===== config.mk =====
export PLATFORM = sky130hd
export DESIGN_NAME = idelay_tap_ctrl
export DESIGN_NICKNAME = d
export VERILOG_FILES = /design/src/rtl/idelay_ctrl_pkg.sv /design/src/rtl/idelay_settle_timer.sv /design/src/rtl/idelay_tap_ctrl.sv
export SDC_FILE = /design/constraint.sdc
export NUM_CORES = 1
export LEC_CHECK = 0
export ABC_AREA = 1
export BUFFER_PORTS_ARGS = -buffer_cell sky130_fd_sc_hd__buf_2
export CAP_MARGIN = 20
export CELL_PAD_IN_SITES_DETAIL_PLACEMENT = 1
export CELL_PAD_IN_SITES_GLOBAL_PLACEMENT = 2
export CORE_MARGIN = 2
export CORE_UTILIZATION = 28
export DETAILED_ROUTE_END_ITERATION = 10
export PLACE_DENSITY = 0.66
export SLEW_MARGIN = 20
export SYNTH_ARGS = -nofsm -noshare
export SYNTH_HDL_FRONTEND = slang
export SYNTH_SLANG_ARGS = --single-unit
export TNS_END_PERCENT = 20

===== constraint.sdc =====
create_clock -name clk -period 2.02 [get_ports clk]
set_clock_uncertainty 0.15 [all_clocks]
set_input_delay 0.303 -clock clk [delete_from_list [all_inputs] [get_ports clk]]
set_output_delay 0.303 -clock clk [all_outputs]
set_load 0.01 [all_outputs]

===== src/rtl/idelay_ctrl_pkg.sv =====
// Shared definitions for the IDELAYE2 tap controller.
// Holds the FSM state encoding, the default tap width and settle time,
// and the width of the settle counter.
package idelay_ctrl_pkg;

  localparam int unsigned TAP_W_DEFAULT         = 5;
  localparam int unsigned SETTLE_CYCLES_DEFAULT = 4;
  localparam int unsigned SETTLE_CNT_W          = 8;  // covers settle times 1..255
  localparam int unsigned STATE_W               = 3;

  typedef logic [STATE_W-1:0] state_t;

  localparam state_t ST_WAIT_RDY = 3'd0;
  localparam state_t ST_IDLE     = 3'd1;
  localparam state_t ST_LOAD     = 3'd2;
  localparam state_t ST_STEP     = 3'd3;
  localparam state_t ST_SETTLE   = 3'd4;
  localparam state_t ST_CHECK    = 3'd5;
  localparam state_t ST_DONE     = 3'd6;

endpackage


===== src/rtl/idelay_settle_timer.sv =====
// Settle down-counter: a start pulse loads SETTLE_CYCLES, and done is high
// during the last of the SETTLE_CYCLES cycles that follow the start edge.
// Ports:
//   clk   - clock
//   reset - synchronous active-high reset
//   start - load the counter (one cycle, on entry to the settle window)
//   done  - registered, high in the final cycle of the settle window
module idelay_settle_timer
  import idelay_ctrl_pkg::*;
#(
  parameter int unsigned SETTLE_CYCLES = SETTLE_CYCLES_DEFAULT
) (
  input  logic clk,
  input  logic reset,
  input  logic start,
  output logic done
);

  logic [SETTLE_CNT_W-1:0] cnt_q, cnt_d;
  logic                    done_q, done_d;

  // Count down to zero; flag the cycle in which the count reads one.
  always_comb begin
    cnt_d = cnt_q;
    if (start) begin
      cnt_d = SETTLE_CNT_W'(SETTLE_CYCLES);
    end else if (cnt_q != '0) begin
      cnt_d = cnt_q - SETTLE_CNT_W'(1);
    end
    done_d = (cnt_d == SETTLE_CNT_W'(1));
  end

  always_ff @(posedge clk) begin
    if (reset) begin
      cnt_q  <= '0;
      done_q <= 1'b0;
    end else begin
      cnt_q  <= cnt_d;
      done_q <= done_d;
    end
  end

  assign done = done_q;

endmodule


===== src/rtl/idelay_tap_ctrl.sv =====
// IDELAYE2 tap controller. Waits for IDELAYCTRL ready, then accepts one
// request at a time: an absolute load (LD pulse) or a one-tap-at-a-time walk
// (CE pulses), each followed by a settle window, a readback check and a
// one-cycle done pulse. Losing rdy_in mid-operation aborts with an error.
// Ports:
//   clk, reset            - clock (also IDELAYE2 C), synchronous active-high reset
//   rdy_in                - IDELAYCTRL RDY
//   req_valid/req_ready   - request handshake; req_tap target, req_walk mode
//   done_valid            - one-cycle completion pulse
//   done_tap, done_err    - readback tap and error flag of the last operation
//   dly_ld, dly_ce, dly_inc, dly_cntvaluein - IDELAYE2 control
//   dly_cntvalueout       - IDELAYE2 readback
//   busy                  - high whenever the controller is not idle
module idelay_tap_ctrl
  import idelay_ctrl_pkg::*;
#(
  parameter int unsigned TAP_W         = TAP_W_DEFAULT,
  parameter int unsigned SETTLE_CYCLES = SETTLE_CYCLES_DEFAULT
) (
  input  logic             clk,
  input  logic             reset,
  input  logic             rdy_in,
  input  logic             req_valid,
  output logic             req_ready,
  input  logic [TAP_W-1:0] req_tap,
  input  logic             req_walk,
  output logic             done_valid,
  output logic [TAP_W-1:0] done_tap,
  output logic             done_err,
  output logic             dly_ld,
  output logic             dly_ce,
  output logic             dly_inc,
  output logic [TAP_W-1:0] dly_cntvaluein,
  input  logic [TAP_W-1:0] dly_cntvalueout,
  output logic             busy
);

  localparam int unsigned       STEP_W     = TAP_W + 1;
  localparam logic [STEP_W-1:0] STEP_LIMIT = STEP_W'(1) << TAP_W;

  state_t            state_q, state_d;
  logic [TAP_W-1:0]  target_q, target_d;
  logic              walk_q, walk_d;
  logic [STEP_W-1:0] step_q, step_d;
  logic              abort_q, abort_d;
  logic [TAP_W-1:0]  done_tap_q, done_tap_d;
  logic              done_err_q, done_err_d;
  logic [TAP_W-1:0]  cntvaluein_q, cntvaluein_d;
  logic              inc_q, inc_d;
  logic              req_ready_q, req_ready_d;
  logic              done_valid_q, done_valid_d;
  logic              ld_q, ld_d;
  logic              ce_q, ce_d;
  logic              busy_q, busy_d;

  logic              settle_start_c;
  logic              settle_done;
  logic              active_c;

  idelay_settle_timer #(
    .SETTLE_CYCLES(SETTLE_CYCLES)
  ) u_settle (
    .clk  (clk),
    .reset(reset),
    .start(settle_start_c),
    .done (settle_done)
  );

  // States in which losing rdy_in aborts the operation.
  assign active_c = (state_q == ST_LOAD) || (state_q == ST_STEP) ||
                    (state_q == ST_SETTLE) || (state_q == ST_CHECK);

  // Next-state and registered-output decode.
  always_comb begin
    state_d      = state_q;
    target_d     = target_q;
    walk_d       = walk_q;
    step_d       = step_q;
    abort_d      = abort_q;
    done_tap_d   = done_tap_q;
    done_err_d   = done_err_q;
    cntvaluein_d = cntvaluein_q;
    inc_d        = 1'b0;

    case (state_q)
      ST_WAIT_RDY: begin
        if (rdy_in) state_d = ST_IDLE;
      end
      ST_IDLE: begin
        if (!rdy_in) begin
          state_d = ST_WAIT_RDY;
        end else if (req_valid) begin
          target_d = req_tap;
          walk_d   = req_walk;
          step_d   = '0;
          abort_d  = 1'b0;
          if (!req_walk) begin
            state_d      = ST_LOAD;
            cntvaluein_d = req_tap;
          end else if (req_tap == dly_cntvalueout) begin
            state_d = ST_CHECK;
          end else begin
            state_d = ST_STEP;
            inc_d   = (req_tap > dly_cntvalueout);
          end
        end
      end
      ST_LOAD: begin
        state_d = ST_SETTLE;
      end
      ST_STEP: begin
        step_d  = step_q + STEP_W'(1);
        state_d = ST_SETTLE;
      end
      ST_SETTLE: begin
        if (settle_done) begin
          // Keep walking until the readback matches, bounded by the step limit.
          if (walk_q && (dly_cntvalueout != target_q) && (step_q != STEP_LIMIT)) begin
            state_d = ST_STEP;
            inc_d   = (target_q > dly_cntvalueout);
          end else begin
            state_d = ST_CHECK;
          end
        end
      end
      ST_CHECK: begin
        done_tap_d = dly_cntvalueout;
        done_err_d = (dly_cntvalueout != target_q);
        state_d    = ST_DONE;
      end
      ST_DONE: begin
        state_d = (abort_q || !rdy_in) ? ST_WAIT_RDY : ST_IDLE;
      end
      default: begin
        state_d = ST_WAIT_RDY;
      end
    endcase

    // Loss of IDELAYCTRL ready overrides any in-flight transition.
    if (active_c && !rdy_in) begin
      state_d    = ST_DONE;
      abort_d    = 1'b1;
      done_tap_d = dly_cntvalueout;
      done_err_d = 1'b1;
      inc_d      = 1'b0;
    end

    req_ready_d  = (state_d == ST_IDLE);
    done_valid_d = (state_d == ST_DONE);
    ld_d         = (state_d == ST_LOAD);
    ce_d         = (state_d == ST_STEP);
    busy_d       = (state_d != ST_IDLE);
  end

  // Timer restarts on every entry into the settle window.
  assign settle_start_c = (state_d == ST_SETTLE) && (state_q != ST_SETTLE);

  always_ff @(posedge clk) begin
    if (reset) begin
      state_q      <= ST_WAIT_RDY;
      target_q     <= '0;
      walk_q       <= 1'b0;
      step_q       <= '0;
      abort_q      <= 1'b0;
      done_tap_q   <= '0;
      done_err_q   <= 1'b0;
      cntvaluein_q <= '0;
      inc_q        <= 1'b0;
      req_ready_q  <= 1'b0;
      done_valid_q <= 1'b0;
      ld_q         <= 1'b0;
      ce_q         <= 1'b0;
      busy_q       <= 1'b0;
    end else begin
      state_q      <= state_d;
      target_q     <= target_d;
      walk_q       <= walk_d;
      step_q       <= step_d;
      abort_q      <= abort_d;
      done_tap_q   <= done_tap_d;
      done_err_q   <= done_err_d;
      cntvaluein_q <= cntvaluein_d;
      inc_q        <= inc_d;
      req_ready_q  <= req_ready_d;
      done_valid_q <= done_valid_d;
      ld_q         <= ld_d;
      ce_q         <= ce_d;
      busy_q       <= busy_d;
    end
  end

  assign req_ready      = req_ready_q;
  assign done_valid     = done_valid_q;
  assign done_tap       = done_tap_q;
  assign done_err       = done_err_q;
  assign dly_ld         = ld_q;
  assign dly_ce         = ce_q;
  assign dly_inc        = inc_q;
  assign dly_cntvaluein = cntvaluein_q;
  assign busy           = busy_q;

endmodule


==> Flow_metrics.wiki <==
{| class="wikitable"
! Metric !! Value
|-
| Initial antenna violation count || 0
|-
| Reg2reg end || u_settle.cnt_q[7]
|-
| Path class of the lowest-slack min-delay path || input pin to flop
|-
| Total global-route track usage || 0.148
|-
| Number of hold buffers added after CTS || 0
|-
| Number of cells on the worst reg-to-reg path || 10
|-
| Cell variety after synth || 32
|-
| CP max stage cell || dfxtp_1
|-
| Clock tree from TritonCTS || done
|-
| Total Die Area || 8510 sq um
|-
| Antenna Violating Nets Remaining || 0
|-
| Worst hold slack || 0.142 ns
|-
| Number of DRC violations after detailed-routing iteration 0 || 44
|-
| Pin count of the biggest net entering global routing || 18
|-
| Data required time at the worst endpoint || 2.06 ns
|-
| Number of register bits inferred by synthesis || 42
|-
| First-pass GRT wire length || 9830 um
|-
| Crit path buf inv count || 0
|-
| Hold_sp || req_tap[0]
|-
| Core region area || 7650 sq um
|-
| Clock Path Buffers || 2
|-
| Type of element launching the critical path || flop
|-
| Horizontal die dimension || 92.2 um
|-
| Crit path capture type || flop
|-
| FILL cells || 959
|-
| Chip Height || 92.2 um
|-
| Area taken by multi-input logic gates || 1160 sq um
|-
| Final max-slew violation count || 0
|-
| Vias per std cell || 4.45
|-
| Top delay family on crit path || simple AND/OR/NAND/NOR gates
|-
| Total power divided by cell area || 1170 nW/um^2
|-
| Cell area after technology mapping || 2180 sq um
|-
| Worst IR Drop VDD || 291 uV
|-
| Number of sinks on the clock net || 42
|-
| Clk_lat worst skew || 0.30 ns
|-
| Share of layout cells above drive strength 1 || 0.269
|-
| Final period demand of the worst path || 1.84 ns
|-
| Layer with the highest usage after global routing || met2
|-
| Routing usage on met1 || 0.180
|-
| Hold violation total from the final report || 0
|-
| Crit path max fanout || 6
|-
| Overall power of the completed layout || 3070 uW
|-
| Slew of the pin with the lowest slew margin || 0.609 ns
|-
| Storage element area || 841 sq um
|-
| Worst slew margin relative to its limit || 0.594
|-
| Syn_area_per_cell || 7.65 sq um
|-
| Wire length per cell || 13.3 um
|-
| Minimum setup slack among reg-to-reg paths || 0.18 ns
|-
| Drt drc || 0
|-
| Nets || 359
|-
| Share of the clock period used by the worst path after layout || 0.909
|-
| Lkg Pwr || 0.00126 uW
|-
| RSZ-0062 raised after global routing || no
|-
| Number of gates given a new drive strength after cts || 0
|-
| Row count || 32
|-
| Number of global-route vias before repair || 2,029
|-
| Sum of overflow across all layers after global routing || 0
|-
| I/O pin total || 32
|-
| Critical Path AT || 1.88 ns
|-
| Root Driver || clkbuf_8
|-
| Worst hold endpoint || dly_cntvaluein[0]
|-
| Number of detailed-route iterations in the first pass || 4
|-
| Crit Reg-Reg Startpoint || target_q[4]
|-
| Half-perimeter wire length of the detailed placement result || 4620 um
|-
| GRT met2 Usage || 0.259
|-
| Vias || 1,929
|-
| Post-Syn Instances || 285
|-
| Post-route worst setup slack || 0.184 ns
|-
| CTS H-Tree Depth || 2
|-
| Clk slew on worst S/H paths || 0.09 ns
|-
| Max frequency || 545 MHz
|-
| Post-CTS Setup Repair Bufs || 0
|-
| Count of yosys warnings during synthesis || 0
|-
| Mapped Nets || 314
|-
| Setup violation total in the final timing report || 0
|-
| Setup slack after placement || -0.00874 ns
|-
| Status || finished clean
|-
| IO buf count || 31
|-
| Final antenna diode count || 0
|-
| Initial Util || 0.285
|-
| Core utilization of the finished layout || 0.344
|-
| Area added between synthesis and finish || 20.8%
|-
| Sum of routed wire length over all layers || 5740 um
|-
| Register area share after synthesis || 0.386
|-
| Number of max-cap violations || 0
|-
| CTS Buf Count || 5
|-
| Routing usage on met3 || 0.0320
|-
| Max incr delay on CP || 0.33 ns
|-
| Cell breakdown of the critical path || ha_1, nand2_1, nor2_1, nand2_1, nand4_2, nand3_2, nor2_2, nand2_4, nand2_4, nor3_2
|-
| Count of cells along the worst hold path || 3
|-
| Last weighted congestion value of the routability-driven placer || 0.741
|-
| Category of the critical setup timing path || flop to flop
|}
[sequential cells by signal (all words and copies together) (netlist names)]
signal	flops
dly_cntvaluein	5
target_q	5
done_err	1
state_q	3
done_tap	5
done_valid	1
busy	1
u_settle.done	1
req_ready	1
walk_q	1
dly_inc	1
abort_q	1
dly_ld	1
u_settle.cnt_q	8
step_q	6
dly_ce	1
[power breakdown]
part           internal, uW  switching [uW]  leakage, uW  total [uW]
registers               990            94.7     0.000342        1090
logic                   466             847     0.000869        1310
clock network           369             301    0.0000514         670
[area by class of cell]
type                            instances  share of cell area
Clock buffer                            6              0.0276
Tap cell                              102              0.0485
Inverter                               41              0.0594
Clock inverter                          2              0.0143
Timing Repair Buffer                   42              0.0903
Sequential cell                        42               0.319
Multi-Input combinational cell        198               0.441
[how the worst max path moves through the flow]
| stage | start | to | cells past startpoint | slack, ns |
|---|---|---|---|---|
| after CTS | target_q[4] | u_settle.cnt_q[7] | 10 | 0.16 |
| after global routing | target_q[4] | u_settle.cnt_q[7] | 10 | 0.02 |
| after global placement | dly_cntvalueout[4] | u_settle.cnt_q[7] | 12 | 0.006 |
| after floorplan | dly_cntvalueout[4] | u_settle.cnt_q[7] | 11 | 0.26 |
| after detailed placement | dly_cntvalueout[4] | u_settle.cnt_q[7] | 12 | -0.009 |
| final | target_q[4] | u_settle.cnt_q[7] | 10 | 0.18 |
[cells in the mapped netlist]
| cell type | n | area share |
|---|---|---|
| and3_4 | 1 | 0.0052 |
| ha_1 | 14 | 0.080 |
| a31oi_1 | 1 | 0.0029 |
| buf_6 | 1 | 0.0052 |
| inv_2 | 8 | 0.014 |
| nand2_2 | 1 | 0.0029 |
| clkbuf_1 | 3 | 0.0052 |
| nor3_1 | 4 | 0.0092 |
| o21a_1 | 2 | 0.0069 |
| xnor2_1 | 1 | 0.0040 |
| inv_1 | 32 | 0.055 |
| nor2_1 | 41 | 0.071 |
| nand4_1 | 4 | 0.011 |
| nor2_2 | 7 | 0.020 |
| o21ai_1 | 2 | 0.0046 |
| xor2_1 | 2 | 0.0080 |
| nor3b_2 | 1 | 0.0057 |
| nor3_4 | 1 | 0.0075 |
| nand2_1 | 46 | 0.079 |
| inv_4 | 1 | 0.0029 |
| a21oi_1 | 22 | 0.051 |
| nor2_4 | 5 | 0.026 |
| nand3_2 | 4 | 0.018 |
| nand2_4 | 4 | 0.021 |
| o211ai_1 | 1 | 0.0034 |
| nor3_2 | 3 | 0.014 |
| a211oi_1 | 1 | 0.0034 |
| nand4_2 | 1 | 0.0057 |
| dfxtp_1 | 42 | 0.39 |
| nand3_1 | 11 | 0.025 |
| a21oi_2 | 3 | 0.012 |
| o21ai_0 | 15 | 0.034 |
[layer usage]
layer  routed length (um)  part of all wire
met5                    0                 0
met4                   51            0.0089
met3                  223             0.039
met2                 2710              0.47
met1                 2760              0.48
[per-stage QoR]
stage,cells,TNS [ns],area [sq um]
floorplan,285,0,2180
global placement,425,0,2520
detailed placement,425,-0.0131,2520
CTS,433,0,2630
global route,433,0,2630
finish,433,0,2630
[placed cells by master, fill, tap and decap left out, types with 2 or more instances in the layout]
| cell | synthesis | final |
|---|---|---|
| nand3_2 | 4 | 4 |
| nor2_4 | 5 | 5 |
| inv_2 | 8 | 8 |
| inv_1 | 32 | 32 |
| ha_1 | 14 | 14 |
| nand4_1 | 4 | 4 |
| nor2_2 | 7 | 7 |
| o21a_1 | 2 | 2 |
| a21oi_1 | 22 | 22 |
| xor2_1 | 2 | 2 |
| nand3_1 | 11 | 11 |
| a21oi_2 | 3 | 3 |
| nor3_2 | 3 | 3 |
| dfxtp_1 | 42 | 42 |
| buf_4 | 0 | 11 |
| buf_2 | 0 | 31 |
| nor2_1 | 41 | 41 |
| nor3_1 | 4 | 4 |
| o21ai_1 | 2 | 2 |
| nand2_4 | 4 | 4 |
| nand2_1 | 46 | 46 |
| o21ai_0 | 15 | 15 |
| clkbuf_8 | 0 | 5 |
[worst register-to-register path, stage by stage, from the launching register on]
cell	delay, ns
dfxtp_1	0.33
ha_1	0.29
nand2_1	0.07
nor2_1	0.14
nand2_1	0.13
nand4_2	0.11
nand3_2	0.10
nor2_2	0.16
nand2_4	0.09
nand2_4	0.12
nor3_2	0.05
[cell families after synthesis]
group / Yosys count / synth area share
AND/OR/NAND/NOR: 134 / 0.321
AO/OA/AOI/OAI: 47 / 0.118
buffers and inverters: 45 / 0.0821
flip-flops: 42 / 0.386
adder cells (fa/ha/maj): 14 / 0.0804
XOR/XNOR: 3 / 0.0121
(Power assumes the default switching activity.)
